===== src/rtl/truth_table_sweeper_if.sv =====
// Control/status and DUT-facing bus of the truth-table sweeper.
// slave = sweeper side, master = host side that also owns the DUT under check.
`timescale 1ns/1ps
interface truth_table_sweeper_if #(
    parameter int N_IN  = 2,
    parameter int N_OUT = 2
);
    logic              start;
    logic [N_IN-1:0]   dut_in;
    logic [N_OUT-1:0]  dut_out;
    logic              busy;
    logic              done;
    logic              pass;
    logic              mismatch;
    logic [N_IN:0]     err_count;
    logic [N_IN-1:0]   first_err_idx;

    modport master (
        output start, dut_out,
        input  dut_in, busy, done, pass, mismatch, err_count, first_err_idx
    );

    modport slave (
        input  start, dut_out,
        output dut_in, busy, done, pass, mismatch, err_count, first_err_idx
    );
endinterface


===== src/rtl/truth_table_sweeper.sv =====
// Exhaustive truth-table sweep of a small combinational block: drive each index,
// wait SETTLE cycles, compare the response with a packed expected table.
`timescale 1ns/1ps
module truth_table_sweeper #(
    parameter int N_IN   = 2,
    parameter int N_OUT  = 2,
    parameter int SETTLE = 1,
    parameter logic [(2**N_IN)*N_OUT-1:0] EXPECTED = 8'h3F
) (
    input  logic                 clk,
    input  logic                 reset,
    truth_table_sweeper_if.slave sw
);
    localparam int SW = (SETTLE > 1) ? $clog2(SETTLE) : 1;
    localparam logic [SW-1:0]   SETTLE_LOAD = SW'(SETTLE - 1);
    localparam logic [N_IN-1:0] LAST_IDX    = '1;
    localparam logic [N_IN-1:0] IDX_ONE     = N_IN'(1);
    localparam logic [N_IN:0]   ERR_ONE     = (N_IN + 1)'(1);

    typedef enum logic [1:0] {S_IDLE, S_SETTLE, S_CHECK, S_DONE} state_t;

    state_t            state;
    logic [N_IN-1:0]   idx;
    logic [SW-1:0]     settle_cnt;
    logic [N_OUT-1:0]  exp_vec;
    logic              miss;
    logic [N_IN:0]     err_next;

    // Case inequality so X/Z on the response is scored as a failure.
    always_comb begin
        exp_vec  = EXPECTED[int'(idx)*N_OUT +: N_OUT];
        miss     = (sw.dut_out !== exp_vec);
        err_next = miss ? sw.err_count + ERR_ONE : sw.err_count;
    end

    // The pulse has to land in the CHECK cycle itself, so it stays combinational.
    assign sw.mismatch = (state == S_CHECK) && miss;
    assign sw.dut_in   = idx;

    always_ff @(posedge clk) begin
        if (reset) begin
            state            <= S_IDLE;
            idx              <= '0;
            settle_cnt       <= '0;
            sw.busy          <= 1'b0;
            sw.done          <= 1'b0;
            sw.pass          <= 1'b0;
            sw.err_count     <= '0;
            sw.first_err_idx <= '0;
        end else begin
            sw.done <= 1'b0;
            case (state)
                S_IDLE: begin
                    if (sw.start) begin
                        state            <= S_SETTLE;
                        idx              <= '0;
                        settle_cnt       <= SETTLE_LOAD;
                        sw.busy          <= 1'b1;
                        sw.pass          <= 1'b0;
                        sw.err_count     <= '0;
                        sw.first_err_idx <= '0;
                    end
                end
                S_SETTLE: begin
                    if (settle_cnt == '0) state <= S_CHECK;
                    else                  settle_cnt <= settle_cnt - SW'(1);
                end
                S_CHECK: begin
                    sw.err_count <= err_next;
                    if (miss && sw.err_count == '0) sw.first_err_idx <= idx;
                    if (idx == LAST_IDX) begin
                        state   <= S_DONE;
                        sw.done <= 1'b1;
                        sw.busy <= 1'b0;
                        sw.pass <= (err_next == '0);
                    end else begin
                        state      <= S_SETTLE;
                        idx        <= idx + IDX_ONE;
                        settle_cnt <= SETTLE_LOAD;
                    end
                end
                S_DONE: state <= S_IDLE;
                default: state <= S_IDLE;
            endcase
        end
    end
endmodule


===== src/flat_wrapper.sv =====
// flat-port wrapper written by rule: the top's interface ports become plain ports
module truth_table_sweeper_flat 
#(
    parameter int N_IN   = 2,
    parameter int N_OUT  = 2,
    parameter int SETTLE = 1,
    parameter logic [(2**N_IN)*N_OUT-1:0] EXPECTED = 8'h3F
)
  (clk, reset, sw_start, sw_dut_out, sw_dut_in, sw_busy, sw_done, sw_pass, sw_mismatch, sw_err_count, sw_first_err_idx);
  truth_table_sweeper_if #(.N_IN(N_IN), .N_OUT(N_OUT)) sw_i ();
  input  logic clk;
  input  logic reset;
  input wire logic [$bits(sw_i.start)-1:0] sw_start;
  input wire logic [$bits(sw_i.dut_out)-1:0] sw_dut_out;
  output wire logic [$bits(sw_i.dut_in)-1:0] sw_dut_in;
  output wire logic [$bits(sw_i.busy)-1:0] sw_busy;
  output wire logic [$bits(sw_i.done)-1:0] sw_done;
  output wire logic [$bits(sw_i.pass)-1:0] sw_pass;
  output wire logic [$bits(sw_i.mismatch)-1:0] sw_mismatch;
  output wire logic [$bits(sw_i.err_count)-1:0] sw_err_count;
  output wire logic [$bits(sw_i.first_err_idx)-1:0] sw_first_err_idx;
  assign sw_i.start = sw_start;
  assign sw_i.dut_out = sw_dut_out;
  assign sw_dut_in = sw_i.dut_in;
  assign sw_busy = sw_i.busy;
  assign sw_done = sw_i.done;
  assign sw_pass = sw_i.pass;
  assign sw_mismatch = sw_i.mismatch;
  assign sw_err_count = sw_i.err_count;
  assign sw_first_err_idx = sw_i.first_err_idx;
  truth_table_sweeper #(.N_IN(N_IN), .N_OUT(N_OUT), .SETTLE(SETTLE), .EXPECTED(EXPECTED)) u_core (.clk(clk), .reset(reset), .sw(sw_i));
endmodule

===== config.mk =====
export PLATFORM = sky130hd
export DESIGN_NAME = truth_table_sweeper_flat
export DESIGN_NICKNAME = d
export VERILOG_FILES = /design/src/rtl/truth_table_sweeper_if.sv /design/src/rtl/truth_table_sweeper.sv /design/src/flat_wrapper.sv
export SDC_FILE = /design/constraint.sdc
export NUM_CORES = 1
export LEC_CHECK = 0
export CAP_MARGIN = 20
export CELL_PAD_IN_SITES_DETAIL_PLACEMENT = 1
export CELL_PAD_IN_SITES_GLOBAL_PLACEMENT = 1
export CORE_UTILIZATION = 34
export DETAILED_ROUTE_END_ITERATION = 10
export GPL_TIMING_DRIVEN = 0
export PLACE_DENSITY = 0.74
export SYNTH_ARGS = -nofsm -noshare
export SYNTH_HDL_FRONTEND = slang
export SYNTH_SLANG_ARGS = --single-unit

===== constraint.sdc =====
create_clock -name clk -period 2.08 [get_ports clk]
set_input_delay 0.416 -clock clk [delete_from_list [all_inputs] [get_ports clk]]
set_output_delay 0.416 -clock clk [all_outputs]
set_load 0.01 [all_outputs]

* After elaboration in Yosys (flattened, before gate mapping)
Cells that the tools add are included.
** Storage, ports and cells
- Logic and storage cells :: 59
- Output and inout port bits :: 11
- Input port bits :: 5
- Flip-flop bits (word level) :: 13
** Cells by class
- Muxes and demuxes :: 22
- Bitwise operators :: 1
- Shifts and indexed selects :: 1
- Equal/unequal tests :: 10
- Add/sub/neg operators :: 3
- Reduce and logical (&&, ||, !) cells :: 14
** Operators with widths (count)
- 2-bit 2-to-1 mux :: 6
- 3-bit AND reduction :: 4
- 2-bit != test (second input constant) :: 5
- 2-bit case mux with 2 select lines :: 2
- 2-bit case mux with 4 select lines :: 1
- 8-bit by 4-bit indexed part select with 2-bit output (first input constant) :: 1
- 1-bit 2-to-1 mux :: 7
- 2-bit == test (second input constant) :: 3
- 3-bit logical NOT :: 2
- 3-bit 2-to-1 mux :: 2
- 3-bit case mux with 2 select lines :: 1
- 1-bit case mux with 2 select lines :: 2
- 2-bit AND reduction :: 2
- 3-bit by 1-bit adder with 3-bit output (second input constant) :: 1
- 1-bit case mux with 3 select lines :: 1
- 3-bit nonzero test :: 1
- 2-bit by 1-bit adder with 2-bit output (second input constant) :: 1
- 2-bit by 1-bit == test with 1-bit output (second input constant) :: 1
- 1-bit logical AND :: 2
- 2-bit logical NOT :: 1
- 2-bit !== test :: 1
- 2-bit nonzero test :: 1
- 2-bit OR reduction :: 1
- 1-bit NOT :: 1
- 1-bit subtractor (second input constant) :: 1

* Longest topological paths before layout
- Word-level depth :: 6
- Depth in mapped cells :: 5
- Mapped depth without buffers :: 5

* Worst setup path after synthesis
OpenSTA, ideal clock, no wires.
- Kind :: register -> output
- Start point :: reg u_core.idx[0], in the netlist u_core.sw.dut_in[0]
- End point :: out sw_mismatch
- Data arrival time :: 1.297 ns
- Required time :: 1.664 ns
- Slack :: 0.367 ns
- Buffers on the path :: 0
- Cell stages (with the launch flop) :: 5
- Cell sequence :: dfxtp_1 > ha_1 > or3b_4 > nand2_2 > nor2_1
** On the way
- Cells in the longest elaborated chain, start to end :: 3
** Ends and longest elaborated chain
- start, declared :: RTL line truth_table_sweeper.sv:23 : logic [N_IN-1:0] idx;
- start signal, assigned :: RTL line truth_table_sweeper.sv:78 : idx <= idx + IDX_ONE;
- 8-bit by 4-bit indexed part select with 2-bit output :: RTL line truth_table_sweeper.sv:31 : exp_vec = EXPECTED[int'(idx)*N_OUT +: N_OUT];
- 2-bit !== test :: RTL line truth_table_sweeper.sv:32 : miss = (sw.dut_out !== exp_vec);
- 1-bit logical AND :: RTL line truth_table_sweeper.sv:37 : assign sw.mismatch = (state == S_CHECK) && miss;
- end, declared :: RTL line flat_wrapper.sv:19 : output wire logic [$bits(sw_i.mismatch)-1:0] sw_mismatch;
No other way between the ends.

* Final worst setup path
Same ends and word-level chain as after synthesis.

==> impl_metrics.tcl <==
set metrics [dict create \
    floorplan.rows 15 \
    coreArea_sq_mm 0.001764 \
    timing.final.max_slew_violations 0 \
    placed_area_sq_um 819.5 \
    cts.sinks 12 \
    netlist_area_sq_um 648.1 \
    wl_per_cell_microns 13.17 \
    whs_ns 0.4692 \
    maxCapViolCount 0 \
    hold_class "reg -> reg" \
    finalHoldViolations 0 \
    worstMarginPinSlew_ns 0.7473 \
    postCtsHoldBufs 0 \
    globalRouteMet1Util 0.2222 \
    leakagePower_nw 0.3492 \
    p_per_area_mw_per_mm2 553.3 \
    synthCells 74 \
    max_freq_mhz 498.5 \
    combPwrFrac 0.139 \
    dpl_worst_slack_ns -0.2871 \
    dp.cells 113 \
    cts_inserted_buffers 3 \
    grtUsageMet3 0.04762 \
    start_util 0.3674 \
    grt_pass1_vias 574 \
    insertedDiodeCount 0 \
    gp_congestion 0.7629 \
    arrival_ns 1.59 \
    cts_tree "yes" \
    critPathRequiredTime_ns 1.66 \
    drtIter0Drc 11 \
    num_vias 583 \
    gr-total-overflow 0 \
    p_sw_frac 0.2435 \
    drtAntennaViolNets 0 \
    wl_mm 1.567 \
    stdcell_count 119 \
    yosys_warnings 0 \
    setup_viol 0 \
    vias_per_cell 4.899 \
    stdcell_area_sq_um 892.1 \
    hold_depth 2 \
    nNetsFinal 103 \
    finClkSkew_ns 0.001253 \
    die_area_sq_mm 0.002085 \
    syn_to_final_growth_pct 37.64 \
    status "complete, no violations" \
    clkLatencyLatePin_ns 0.27 \
    crit_chain "ha_4, or3b_4, nand2_4, nor2_1, dlygate4sd2_1" \
    numPortBuffers 14 \
    final_cell_mix "clkdlybuf4s50_1, nor2_1, dfxtp_1, nand2_1, inv_1" \
    num-fill-cells 218 \
    dp_hpwl_mm 1.053 \
    path_clk_slew_ns 0.08 \
    htreeDepth 1 \
    ys_ff_latch 12 \
    p_int_uw 373.4 \
    seq_power_share 0.488 \
    avgSynthCellArea_sq_um 8.758 \
    clockBufferDepth 2 \
    relSlewSlack 0.4965 \
    worstSetupPathType "reg -> out" \
    fin_crit_ns 2.006 \
    dr.pass1.iters 4 \
    cp-end-kind "output pin" \
    rsz0062_at_grt "no" \
    clkPwrFrac 0.373 \
    max-vdd-ir-drop_mv 0.4712 \
    crit_path_start_kind "flip-flop" \
    die_h_microns 45.66 \
    grt_max_degree 10 \
    path_buf_inv 1 \
    timing.final.ws_setup_ns 0.07410 \
    busiest_layer "met2" \
    drive_gt1_frac 0.2234 \
    reg2reg_depth 6 \
    fp.dieW_microns 45.66 \
    grt_pass1_wl_mm 2.539 \
    path_max_fanout 5 \
    max_stage_delay_ns 0.39 \
    finalCritPeriodShare 0.9644 \
    track_usage 0.1776 \
    p_switching_uw 120.2 \
    grt_antenna_before_repair 0 \
    synth_nets 82 \
    final_common_cell "clkdlybuf4s50_1" \
    crit_slowest_cell "dfxtp_4" \
    setup_tns_ns 0 \
    r2r_setup_slack_ns 0.42 \
    io_pins 16 \
    synth_cell_type_count 30 \
    drc_errors 0 \
    met2_usage 0.2857 \
    cp.depth 5 \
    yosysSeqAreaShare 0.3707 \
    crit_family "simple AND/OR/NAND/NOR gates" \
    root_buffer "clkbuf_4" \
]
==> worst min-delay path, delay by kind of cell, from the launching register on <==
family / cells / cell delay, ns
DFF: 1 / 0.32
muxes: 1 / 0.06
and+or+nand+nor: 1 / 0.05
==> kinds of logic after synthesis <==
family | count (synthesis) | share of synthesized area
AOI/OAI and AO/OA | 15 | 0.1699
DFF | 12 | 0.3707
adders and majority gates | 3 | 0.05792
muxes | 5 | 0.08108
and+or+nand+nor | 29 | 0.2452
xor gates and xnor gates | 2 | 0.02703
buffers and inverters | 8 | 0.04825
==> per-stage QoR <==
step	utilization	total power, mW
after floorplan	-	0.2903
after global placement	0.4645	0.3157
after detailed placement	0.4645	0.3162
after CTS	0.5028	0.5025
after global routing	0.5057	0.5233
final	0.5057	0.4936
==> layout make-up <==
class	instances	area (sq um)	area share
plain buffers	2	8.758	0.009818
clock buffers	4	36.28	0.04067
inverters	6	22.52	0.02525
multi-input cells	54	394.1	0.4418
flip-flops and latches	12	247.7	0.2777
well taps	25	31.28	0.03506
repair buffers	16	151.4	0.1697
==> sequential cells by signal, indices dropped and copies added, names as in the netlist <==
signal                   count
u_core.state                 2
u_core.sw.busy               1
u_core.sw.done               1
u_core.sw.dut_in             2
u_core.sw.err_count          3
u_core.sw.first_err_idx      2
u_core.sw.pass               1
==> cell usage after synthesis, drive strengths merged <==
| cell | count | area share |
|---|---|---|
| a21oi | 4 | 0.037 |
| a22o | 1 | 0.015 |
| a22oi | 2 | 0.023 |
| a2bb2oi | 1 | 0.014 |
| a311o | 1 | 0.015 |
| a31oi | 1 | 0.0097 |
| a32o | 1 | 0.015 |
| and2 | 1 | 0.012 |
| buf | 1 | 0.0077 |
| clkbuf | 1 | 0.0058 |
| dfxtp | 12 | 0.37 |
| ha | 3 | 0.058 |
| inv | 6 | 0.035 |
| mux2 | 2 | 0.035 |
| mux2i | 3 | 0.046 |
| nand2 | 10 | 0.062 |
| nand2b | 2 | 0.031 |
| nand3 | 3 | 0.031 |
| nand3b | 1 | 0.017 |
| nor2 | 10 | 0.058 |
| o21a | 1 | 0.012 |
| o21ai | 2 | 0.015 |
| o32ai | 1 | 0.014 |
| or3b | 1 | 0.017 |
| or4 | 1 | 0.017 |
| xnor2 | 2 | 0.027 |
==> power groups by stage <==
stage	Sequential, mW	Clock, mW	Combinational, mW
floorplan	0.248	0	0.0423
global placement	0.247	0	0.0683
detailed placement	0.247	0	0.0688
CTS	0.241	0.194	0.0678
global route	0.242	0.205	0.0760
finish	0.241	0.184	0.0688
==> repair_timing <==
action / CTS / global route
pin swaps: 2 / 0
endpoints found under the setup margin: 1 / 1
resized for setup: 9 / 1
endpoints found under the hold margin: 0 / 0
setup buffers: 2 / 0
==> per-layer routing <==
metal | part of all wire | wire, microns
met5 | 0 | 0
met2 | 0.48 | 747
met3 | 0.033 | 52
met1 | 0.48 | 751
met4 | 0.0096 | 15
==> final timing paths <==
path,from,endpoint
hold reg to reg,u_core.sw.first_err_idx[0],u_core.sw.first_err_idx[0]
hold / removal,u_core.sw.first_err_idx[0],u_core.sw.first_err_idx[0]
setup / recovery,u_core.sw.dut_in[0],sw_mismatch
setup reg to reg,u_core.sw.dut_in[0],u_core.sw.pass
No activity file was read; power rests on OpenSTA's default activity.
